==> src/rtl/hollywood_pkg.sv <==
// Shared types and constants for the candidate sweep front end
// of the hollywood hash pipeline.
package hollywood_pkg;

    typedef enum logic [2:0] {
        S_IDLE,
        S_CLEAR,
        S_DATA,
        S_DRAIN1,
        S_DRAIN2
    } state_e;

    localparam logic CH_DATA = 1'b0;
    localparam logic CH_MGMT = 1'b1;

    localparam int HIT_LATENCY = 2;

endpackage

==> src/rtl/hollywood_candidate_gen.sv <==
// Sweeps base..limit into the hash core stream, one clear word per
// candidate, and records which candidates the core flagged.
module hollywood_candidate_gen
    import hollywood_pkg::*;
#(
    parameter int WORDS       = 2,
    parameter bit STOP_ON_HIT = 1'b1
) (
    input  logic                 clk,
    input  logic                 reset_n,
    input  logic                 start,
    input  logic                 stop,
    input  logic [16*WORDS-1:0]  base,
    input  logic [16*WORDS-1:0]  limit,
    output logic                 out_valid,
    output logic                 out_channel,
    output logic [15:0]          out_data,
    input  logic                 hit_valid,
    output logic                 busy,
    output logic                 done,
    output logic                 found,
    output logic [16*WORDS-1:0]  found_value,
    output logic [15:0]          hit_count
);
    localparam int CW = 16 * WORDS;
    localparam logic [2:0] K_LAST = 3'(WORDS - 1);

    state_e            state_q, state_d;
    logic [2:0]        k_q, k_d;
    logic [CW-1:0]     cand_q, cand_d;
    logic [CW-1:0]     limit_q, limit_d;
    logic [HIT_LATENCY-1:0] pv_q;
    logic [CW-1:0]     pc_q [HIT_LATENCY];

    logic              out_valid_q, out_valid_d;
    logic              out_channel_q, out_channel_d;
    logic [15:0]       out_data_q, out_data_d;
    logic              busy_q, busy_d;
    logic              done_q, done_d;
    logic              found_q;
    logic [CW-1:0]     found_value_q;
    logic [15:0]       hit_count_q;

    logic              last_word, hit, abort, clr, push;
    logic [CW-1:0]     shifted;

    assign last_word = (state_q == S_DATA) && (k_q == K_LAST);
    assign hit       = pv_q[HIT_LATENCY-1] && hit_valid;
    assign abort     = (state_q != S_IDLE) && (stop || (STOP_ON_HIT && hit));
    assign push      = last_word && !abort;

    always_comb begin
        state_d = state_q;
        k_d     = k_q;
        cand_d  = cand_q;
        limit_d = limit_q;
        clr     = 1'b0;
        unique case (state_q)
            S_IDLE: begin
                if (start && !stop) begin
                    state_d = S_CLEAR;
                    cand_d  = base;
                    limit_d = limit;
                    clr     = 1'b1;
                end
            end
            S_CLEAR: begin
                state_d = S_DATA;
                k_d     = 3'd0;
            end
            S_DATA: begin
                if (k_q == K_LAST) begin
                    cand_d = cand_q + {{(CW-1){1'b0}}, 1'b1};
                    // >= covers base > limit and avoids wrap at all-ones
                    state_d = (cand_q >= limit_q) ? S_DRAIN1 : S_CLEAR;
                end else begin
                    k_d = k_q + 3'd1;
                end
            end
            S_DRAIN1: state_d = S_DRAIN2;
            S_DRAIN2: state_d = S_IDLE;
            default:  state_d = S_IDLE;
        endcase
        if (abort) begin
            state_d = S_IDLE;
        end
    end

    // Output word is registered from the next state so it aligns with it
    always_comb begin
        shifted       = cand_d >> (16 * (WORDS - 1 - int'(k_d)));
        out_valid_d   = (state_d == S_CLEAR) || (state_d == S_DATA)
                     || (state_d == S_DRAIN1);
        out_channel_d = ((state_d == S_CLEAR) || (state_d == S_DRAIN1))
                      ? CH_MGMT : CH_DATA;
        out_data_d    = (state_d == S_DATA) ? shifted[15:0] : 16'd0;
        busy_d        = (state_d != S_IDLE);
        done_d        = (state_q != S_IDLE) && (state_d == S_IDLE);
    end

    always_ff @(posedge clk or negedge reset_n) begin
        if (!reset_n) begin
            state_q       <= S_IDLE;
            k_q           <= 3'd0;
            cand_q        <= '0;
            limit_q       <= '0;
            pv_q          <= '0;
            for (int i = 0; i < HIT_LATENCY; i++) pc_q[i] <= '0;
            out_valid_q   <= 1'b0;
            out_channel_q <= 1'b0;
            out_data_q    <= 16'd0;
            busy_q        <= 1'b0;
            done_q        <= 1'b0;
            found_q       <= 1'b0;
            found_value_q <= '0;
            hit_count_q   <= 16'd0;
        end else begin
            state_q       <= state_d;
            k_q           <= k_d;
            cand_q        <= cand_d;
            limit_q       <= limit_d;
            pv_q[0]       <= push;
            pc_q[0]       <= cand_q;
            for (int i = 1; i < HIT_LATENCY; i++) begin
                pv_q[i] <= pv_q[i-1] && !abort;
                pc_q[i] <= pc_q[i-1];
            end
            out_valid_q   <= out_valid_d;
            out_channel_q <= out_channel_d;
            out_data_q    <= out_data_d;
            busy_q        <= busy_d;
            done_q        <= done_d;
            if (clr) begin
                found_q       <= 1'b0;
                found_value_q <= '0;
                hit_count_q   <= 16'd0;
            end else if (hit) begin
                found_q       <= 1'b1;
                found_value_q <= pc_q[HIT_LATENCY-1];
                if (hit_count_q != 16'hFFFF) begin
                    hit_count_q <= hit_count_q + 16'd1;
                end
            end
        end
    end

    assign out_valid   = out_valid_q;
    assign out_channel = out_channel_q;
    assign out_data    = out_data_q;
    assign busy        = busy_q;
    assign done        = done_q;
    assign found       = found_q;
    assign found_value = found_value_q;
    assign hit_count   = hit_count_q;

endmodule

==> config.mk <==
export PLATFORM = sky130hd
export DESIGN_NAME = hollywood_candidate_gen
export DESIGN_NICKNAME = d
export VERILOG_FILES = /design/src/rtl/hollywood_pkg.sv /design/src/rtl/hollywood_candidate_gen.sv
export SDC_FILE = /design/constraint.sdc
export NUM_CORES = 1
export LEC_CHECK = 0
export ABC_CLOCK_PERIOD_IN_PS = 6950
export BUFFER_PORTS_ARGS = -buffer_cell sky130_fd_sc_hd__buf_2
export CAP_MARGIN = 30
export CORE_UTILIZATION = 40
export DETAILED_ROUTE_END_ITERATION = 10
export SLEW_MARGIN = 20
export SYNTH_ARGS = -nofsm -noshare
export SYNTH_HDL_FRONTEND = slang
export SYNTH_SLANG_ARGS = --single-unit
==> constraint.sdc <==
create_clock -name clk -period 6.95 [get_ports clk]
set_input_delay 0.695 -clock clk [delete_from_list [all_inputs] [get_ports clk]]
set_output_delay 0.695 -clock clk [all_outputs]
set_load 0.005 [all_outputs]
==> summary by stage, run 1 <==
Run status
The flow ran to the end, and the final reports show no timing, DRC or antenna violations.

Worst setup path
The reg-to-reg setup timing slack is 3.45 ns. The capture point of the worst reg-to-reg path is out_data[14]$_DFF_PN0_. The worst setup path is captured at a flop. The peak fanout along the critical path is 15.

Data arrives at the worst endpoint at between 3 and 4 ns. The classification of the worst setup path is reg -> reg. In this run the worst setup path begins at k_q[1]$_DFF_PN0_. The startpoint class of the critical path is a flop. Data on the critical path is required at its endpoint by about 7.4 ns. The startpoint identified for the worst register-to-register timing path is k_q[1]$_DFF_PN0_. The number of cells on the worst reg-to-reg path is 9.

Min path
The type of the most critical hold path is in -> async.

Power and ir drop
Power spread over the standard cell area amounts to about 420 nW/um2. The switching power as a share of total power is 0.364. The share of total power dissipated in combinational logic is 0.305. For this design the total switching power over the nets is 1660 uW.

In this run the static leakage power is 0.00494 uW. The worst-case IR drop observed on VDD is 0.000171 V. The internal portion of the total power is a little under 3000 uW.

Of the total power, the clock network draws 0.272. The share of total power dissipated in sequential elements is 0.422. The total chip power is 4560 uW.

STA
The worst-margin pin slew is 1.01 ns. The worst path in the final design needs a cycle of 3.50 ns, including I/O delays and setup. Setup violations remaining at the end of the flow were counted as 0. In the final timing run, aggregate negative setup slack is 0 ns. For the final database, setup skew stands at between 0.006 and 0.007 ns.

In the post-route analysis, the smallest setup slack over all paths is 3.45 ns. The fmax is 286 MHz. Measured against its own limit, the worst slew margin works out to 0.324. The final-report max-slew violation count is 0. Setup repair after global routing left no endpoint under its margin. The period utilization is 0.503. The number of hold violations in the final report is 0.

Logic synthesis
The cell area that synthesis handed to floorplanning was 9070 um2. The proportion of register bits with asynchronous set or reset after synthesis is 1.00. The Yosys warning count is 0. The number of enable flip-flop cells after synthesis is 0. After technology mapping, the gate count stands at 864. The flip-flop cell with the highest count after synthesis is dfrtp_1. The synthesized design contains 205 register bits. The proportion of synthesized chip area in sequential cells is 0.565. The number of nets in the synthesized netlist is 969. The number of distinct standard cells referenced by the synthesized netlist is 77. The post-synthesis area per instance is 10.5 um2.

Finish
The net count of the finished layout is 1101. Counting the fill cells in the layout gives 2092. The ratio of cells with drive above 1 in the final layout is 0.210. At the end of the flow the core is filled with cells to 0.490. Across the whole layout, storage elements account for 5130 um2. The repair_antennas step left the layout with diodes totalling 0. The relative area change from synthesis to final layout is 19.0%. The multi-input combinational cell area is 3580 um2.

Routing
For this run, design rule violations remaining after detail routing come to 0. The total wirelength of the detailed-routed design is 23900 um. The average via count per standard cell is 5.39. The post-detailed-route count of antenna-violating nets is 0. The number of DRC markers in iteration 0 is around 440. The final route contains 6969 vias. The length of the first detailed-routing pass in iterations is 7.

After detailed routing, the average wire length per cell comes to 18.4 um.

GRT
The via count of the first global-routing pass is between 6000 and 7000. The most heavily used metal layer in global routing is met2. The first-pass GRT wire length is 38200 um. The fraction of met1 tracks used by global routing is 0.309. The met3 usage is 0.0338. The fraction of met2 tracks used by global routing is 0.313. The number of antenna violations at the first check in global routing is 0. Entering global routing, the biggest net connects 76 pins. The leftover overflow at the end of global routing is 0. Across every metal layer, demand over resource in global routing totals 0.209.

Clock network
The number of gates resized after cts is 0. The buffer count from post-CTS setup fixing is 0. The buffer levels on the longest clock path is 3.

The clock-pin slew of the registers on the worst-case setup and hold paths is ~0.060 ns. The root buffer cell chosen for the clock tree is clkbuf_16. TritonCTS built the clock tree. The number of hold buffers added after cts is 0. TritonCTS created 23 clock buffers. The count of clock tree sinks is 205. CTS built an H-tree with a depth of 1.

The clock reaches the later pin of the worst-skew pair after between 0.5 and 0.6 ns.

Floorplanning
The starting density of the core is 0.412. The floorplan die width is 153 um. The placement row count is 54. The die height is about 150 um. The core region is about 22000 um2. The die covers 23300 um2.

During I/O placement, the number of pins put on the boundary was 138.

Place
During placement, the flow inserted port buffers numbering 137. At the placement stage, the worst setup path has a slack of roughly 3.5 ns. Summed over all nets, the half-perimeter wirelength after detailed placement is about 17000 um.

Routability-driven placement finished with a final weighted congestion of 0.913.

Job
The max-cap check violation count is 0.
[worst max-delay path by stage]
| stage | to | slack (ns) | depth (start not counted) |
|---|---|---|---|
| 2_1_floorplan | busy$_DFF_PN0_ | 4.58 | 8 |
| 3_3_place_gp | out_data[14]$_DFF_PN0_ | 3.58 | 7 |
| 3_5_place_dp | out_data[14]$_DFF_PN0_ | 3.53 | 9 |
| 4_1_cts | out_data[14]$_DFF_PN0_ | 3.47 | 9 |
| 5_1_grt | out_data[14]$_DFF_PN0_ | 3.19 | 9 |
| 6_report | out_data[14]$_DFF_PN0_ | 3.45 | 9 |
[per-stage QoR]
step	hold WS, ns	instance area (um2)	instances
floorplan	0.331	9070	864
global placement	0.331	9970	1249
detailed placement	0.335	9970	1249
CTS	0.191	10800	1291
global route	0.209	10800	1293
finish	0.170	10800	1293
[area by class of cell]
| class | count | area share |
|---|---|---|
| clock buffer | 32 | 0.0602 |
| multi-input combinational | 576 | 0.331 |
| timing repair buffer | 147 | 0.0735 |
| tap | 280 | 0.0325 |
| clock inverter | 10 | 0.0123 |
| sequential | 205 | 0.475 |
| inverter | 43 | 0.0150 |
[cell usage after synthesis (4+ instances only)]
library cell  number  area, um2
dfrtp_1          205       5130
nand2_1          140        526
a21oi_1           59        295
nor2_1            50        188
o21ai_0           44        220
inv_1             41        154
ha_1              36        450
a211oi_1          21        158
clkbuf_1          21       78.8
nand3_1           20        100
nand4_1           17        106
nor3_1            17       85.1
o22ai_1           10       62.6
and4_1             9       78.8
xor2_1             9       78.8
and3_1             8       50.1
and2_1             7       43.8
nor4_1             7       43.8
xnor2_1            7       61.3
buf_1              6       22.5
buf_2              6       30.0
mux2i_1            6       60.1
or3_1              6       37.5
a31oi_1            5       31.3
buf_6              5       56.3
o2111ai_1          5       43.8
o211a_1            5       50.1
a311oi_1           4       35.0
o21a_1             4       30.0
o31ai_1            4       30.0
[kinds of logic (layout without fill, tap and decap cells)]
logic type / Yosys count / count (layout) / synth area share
AOI/OAI and AO/OA: 204 / 204 / 0.148
buffers and inverters: 83 / 232 / 0.0415
DFF: 205 / 205 / 0.565
muxes: 6 / 6 / 0.00662
and+or+nand+nor: 314 / 314 / 0.174
xor gates and xnor gates: 16 / 16 / 0.0154
adders and majority gates: 36 / 36 / 0.0496
[placed cells by master, fill, tap and decap left out, types with 4 or more instances in the layout]
master       n
a311oi_1     4
nand4_1     17
o31ai_1      4
clkbuf_16   23
and3_1       8
o211a_1      5
xnor2_1      7
inv_1       41
o22ai_1     10
a21oi_1     59
clkbuf_8     5
ha_1        36
nand2_1    140
mux2i_1      6
a31oi_1      5
a211oi_1    21
clkinv_2     5
nor4_1       7
nor3_1      17
o21ai_0     44
and4_1       9
buf_2      136
nand3_1     20
xor2_1       9
dfrtp_1    205
o21a_1       4
and2_1       7
buf_4        8
nor2_1      50
or3_1        6
o2111ai_1    5
clkbuf_1     5
[layer usage]
| metal | routed length [um] | up-vias |
|---|---|---|
| met5 | 0 | - |
| met4 | 591 | 0 |
| li1 | - | 3346 |
| met3 | 1450 | 33 |
| met2 | 10500 | 244 |
| met1 | 11300 | 3346 |
[power groups by stage]
stage               Sequential, uW  Clock, uW  Combinational (uW)
finish                        1930       1240                1390
global route                  1980       1320                1580
CTS                           1930       1270                1390
detailed placement            1950          0                1380
global placement              1940          0                1370
floorplan                     1810          0                1020
[state kept, by name (all words and copies together), names as in the netlist]
register	cells
pc_q	64
cand_q	32
found_value	32
limit_q	32
hit_count	16
out_data	16
k_q	3
state_q	3
pv_q	2
busy	1
done	1
found	1
out_channel	1
out_valid	1
[worst max-delay path, cell delays in order (launching register included)]
cell and delay (ns):
dfrtp_1 0.40, inv_1 0.07, ha_1 0.26, nor2b_1 0.32
o31ai_1 0.10, nand2_1 0.07, and2_0 0.74, inv_1 0.58
or4_4 0.66, a211oi_2 0.18
(Power assumes the default switching activity.)
==> run 2: changes to the inputs <==
ABC_CLOCK_PERIOD_IN_PS = 3360   (was 6950)
clock period = 3.36 ns   (was 6.95 ns; I/O delays follow)
==> run 2 against run 1 <==
Against the previous run:
- critical endpoint is now out_data[1]$_DFF_PN0_
- worst setup slack worse by 2.9 ns
- register-to-register slack got worse by 2.9 ns
- non-clock buffer count grew 14
- clock power is 150% higher
- the flow now finishes with violations (design-rule violations)
- final area is 2.6% higher
- largest power group unchanged
- highest routed layer unchanged
==> summary by stage, run 2 (synthesis results as in run 1) <==
Worst setup path
STA classifies the critical path endpoint as a flop. The startpoint of the lowest-slack register-to-register path is state_q[0]$_DFF_PN0_. The peak fanout along the critical path is 14 (-1). The data required time at the worst endpoint was 3.73 ns (-3.64 ns). The worst setup path is of the reg -> reg kind. The startpoint class of the critical path is a flop. The critical path goes through or2_1 > a21oi_2 > buf_4 > nor2_1 > a21oi_1 > o2111ai_1 > a211oi_1.

The reg-to-reg setup timing slack was 0.51 ns (-2.94 ns). For this design, the slowest cell found on the critical path is a21oi_2. The peak per-stage delay on the critical path is 0.66 ns (-0.08 ns). The arrival time at the worst endpoint came to 3.22 ns (-0.69 ns).

The count of buffer and inverter cells on the critical path is 1 (-1). On the critical path the largest part of the delay comes from compound AO/OA/AOI/OAI gates. In this run the critical register-to-register path is captured at out_data[1]$_DFF_PN0_. The number of cells on the worst reg-to-reg path is 7 (-2).

Clock network
The clock-pin slew of the registers on the worst-case setup and hold paths came to 0.06 ns (about the same). The H-tree depth reported by CTS is 1 (unchanged). TritonCTS built the clock tree.

The clock latency at the later pin of the worst-skew pair is 0.51 ns (about the same). The number of hold buffers added after cts is 1 (+1). The count of clock tree sinks came to 205 (unchanged).

The number of gates resized after cts was 0 (unchanged). The buffer count from post-CTS setup fixing is 0 (unchanged). The TritonCTS buffer count is 22 (-4.3%).

The buffer type at the clock tree root is clkbuf_16. The buffer levels on the longest clock path is 3 (unchanged).

Floorplanning
The die height is 153 um (unchanged). The placement row count is 54 (unchanged). The total die area is 23300 um2 (unchanged).

The floorplan die width is 153 um (unchanged). The core box area was 22000 um2 (unchanged). The count of boundary I/O pins came to 138 (unchanged). The starting density of the core is 0.412 (unchanged).

GRT
The maximum number of pins on one net before global-route repair is 80 (+5.3%). The via count of the first global-routing pass came to 7025 (+4.1%). The first-pass GRT wire length is 39600 um (+3.9%).

The leftover overflow at the end of global routing came to 0 (unchanged). The global router's overall resource usage was 0.216 (+0.00754). The number of antenna violations at the first check in global routing is 0 (unchanged).

Finish
The ratio of cells with drive above 1 in the final layout was 0.221 (+0.0112). Leaving out fill and tap cells, the most frequent cells in the layout are 205 x dfrtp_1, 140 x nand2_1, 136 x buf_2. The library cell used most frequently in the layout, excluding fill and tap cells, is dfrtp_1. The final non-filler cell area is 11100 um2 (+2.6%). The register bank with the most flops is pc_q.

The final antenna diode count is 0 (unchanged). The net count of the finished layout is 1114 (+1.2%). The number of flip-flops in the largest register is 64 (unchanged). The relative area change from synthesis to final layout is 22.1%.

The number of cells in the finished layout apart from fillers is 1305 (+0.93%).

Min path
The path with the worst hold slack has its endpoint at limit_q[0]$_DFFE_PN0P_. The worst hold path begins at limit[0]. The path class of the tightest hold or removal check is in -> reg. The worst hold path stage count is 3.

STA
The final worst clock skew is 0.0201 ns (+0.0140 ns). The post-layout minimum cycle time is 2.85 ns (-0.646 ns). The worst-margin pin slew is 0.811 ns (-0.194 ns). The period utilization came to 0.848 (+0.345). The setup total negative slack is 0 ns (unchanged). The tightest hold margin is 0.0279 ns (-0.143 ns). The fmax came to 351 MHz (+23%). Setup repair after global routing left no endpoint under its margin. The number of hold violations in the final report was 0 (unchanged). The normalized max-slew margin came to 0.459 (+0.136). The total of endpoints with negative setup slack in the final report came to 0 (unchanged). The final-report max-slew violation count came to 0 (unchanged).

Place
The count of input and output buffers came to 137 (unchanged). The global placement routability congestion was 0.884 (-3.2%). The sum of net half-perimeters after detailed placement is 17400 um (+5.1%).

The cell area after placement is 10100 um2 (+1.5%). The number of cells in the design after placement is 1264 (+1.2%).

Routing
The total wirelength of the detailed-routed design is 24700 um (+3.7%). The average via count per standard cell is 5.50 (+2.0%). The length of the first detailed-routing pass in iterations was 8 (+1). The number of DRC markers in iteration 0 came to 559 (+27%). The DRC violation count after routing is 8 (+8). The post-detailed-route count of antenna-violating nets was 0 (unchanged). The routed via count is 7174 (+2.9%). The wire length per cell after detailed routing is 19.0 um (+2.7%).

Job
The max-cap check violation count came to 0 (unchanged).

Power and ir drop
The power density relative to cell area came to 912 nW/um2 (+120%). The worst vdd rail ir drop came to 0.000341 V (+99%). The leakage power summed over all cells is 0.00508 uW (+2.8%).

Run status
The flow ran to the end, but the final reports show violations. The checks that failed: design-rule violations.
## run 2: changes by cell type in the layout (fill, tap and decap cells not counted)
cell and delta:
buf_4 +12, bufinv_16 +7, clkinv_2 -5, buf_12 +3, clkbuf_1 -3, buf_16 -1
buf_6 -1, clkbuf_8 -1, dlygate4sd3_1 +1
## run 2: worst max-delay path by stage
stage	from	end	slack, ns	cells after the start
final	state_q[0]$_DFF_PN0_	out_data[1]$_DFF_PN0_	0.51	7
after floorplan	cand_q[5]$_DFF_PN0_	busy$_DFF_PN0_	0.99	8
after global placement	state_q[0]$_DFF_PN0_	out_data[1]$_DFF_PN0_	0.52	7
after CTS	state_q[0]$_DFF_PN0_	out_data[1]$_DFF_PN0_	0.53	7
after global routing	state_q[0]$_DFF_PN0_	out_data[12]$_DFF_PN0_	0.37	7
after detailed placement	state_q[0]$_DFF_PN0_	out_data[1]$_DFF_PN0_	0.55	7
## run 2: final cells by class
| type | count | area (um2) |
|---|---|---|
| clock buffers | 28 | 624 |
| clock inverters | 12 | 318 |
| fillers | 2073 | 10900 |
| inverters | 43 | 161 |
| multi-input cells | 576 | 3580 |
| flip-flops and latches | 205 | 5130 |
| well taps | 280 | 350 |
| repair buffers | 161 | 915 |
## run 2: worst register-to-register path: stages (launching register included)
cell	delay, ns
dfrtp_1	0.55
or2_1	0.45
a21oi_2	0.66
buf_4	0.28
nor2_1	0.05
a21oi_1	0.17
o2111ai_1	0.18
a211oi_1	0.38
## run 2: metal layers
metal | track usage | part of all wire | wire length (um) | vias up
li1 | - | - | - | 3375
met1 | 0.315 | 0.46 | 11300 | 3474
met2 | 0.329 | 0.44 | 11000 | 279
met3 | 0.0384 | 0.071 | 1770 | 46
met4 | 0.0649 | 0.026 | 642 | 0
met5 | 0 | 0 | 0 | -
## run 2: per-stage QoR
stage / util / setup WS, ns / total power, uW
floorplan: - / 0.988 / 5840
global placement: 0.460 / 0.515 / 6980
detailed placement: 0.460 / 0.547 / 7020
CTS: 0.503 / 0.527 / 10100
global route: 0.503 / 0.366 / 10700
finish: 0.503 / 0.511 / 10100
## run 2: power breakdown
group / switching, uW / internal, uW
Sequential: 651 / 3320
Combinational: 1860 / 1180
Clock: 1010 / 2080
Total: 3520 / 6590
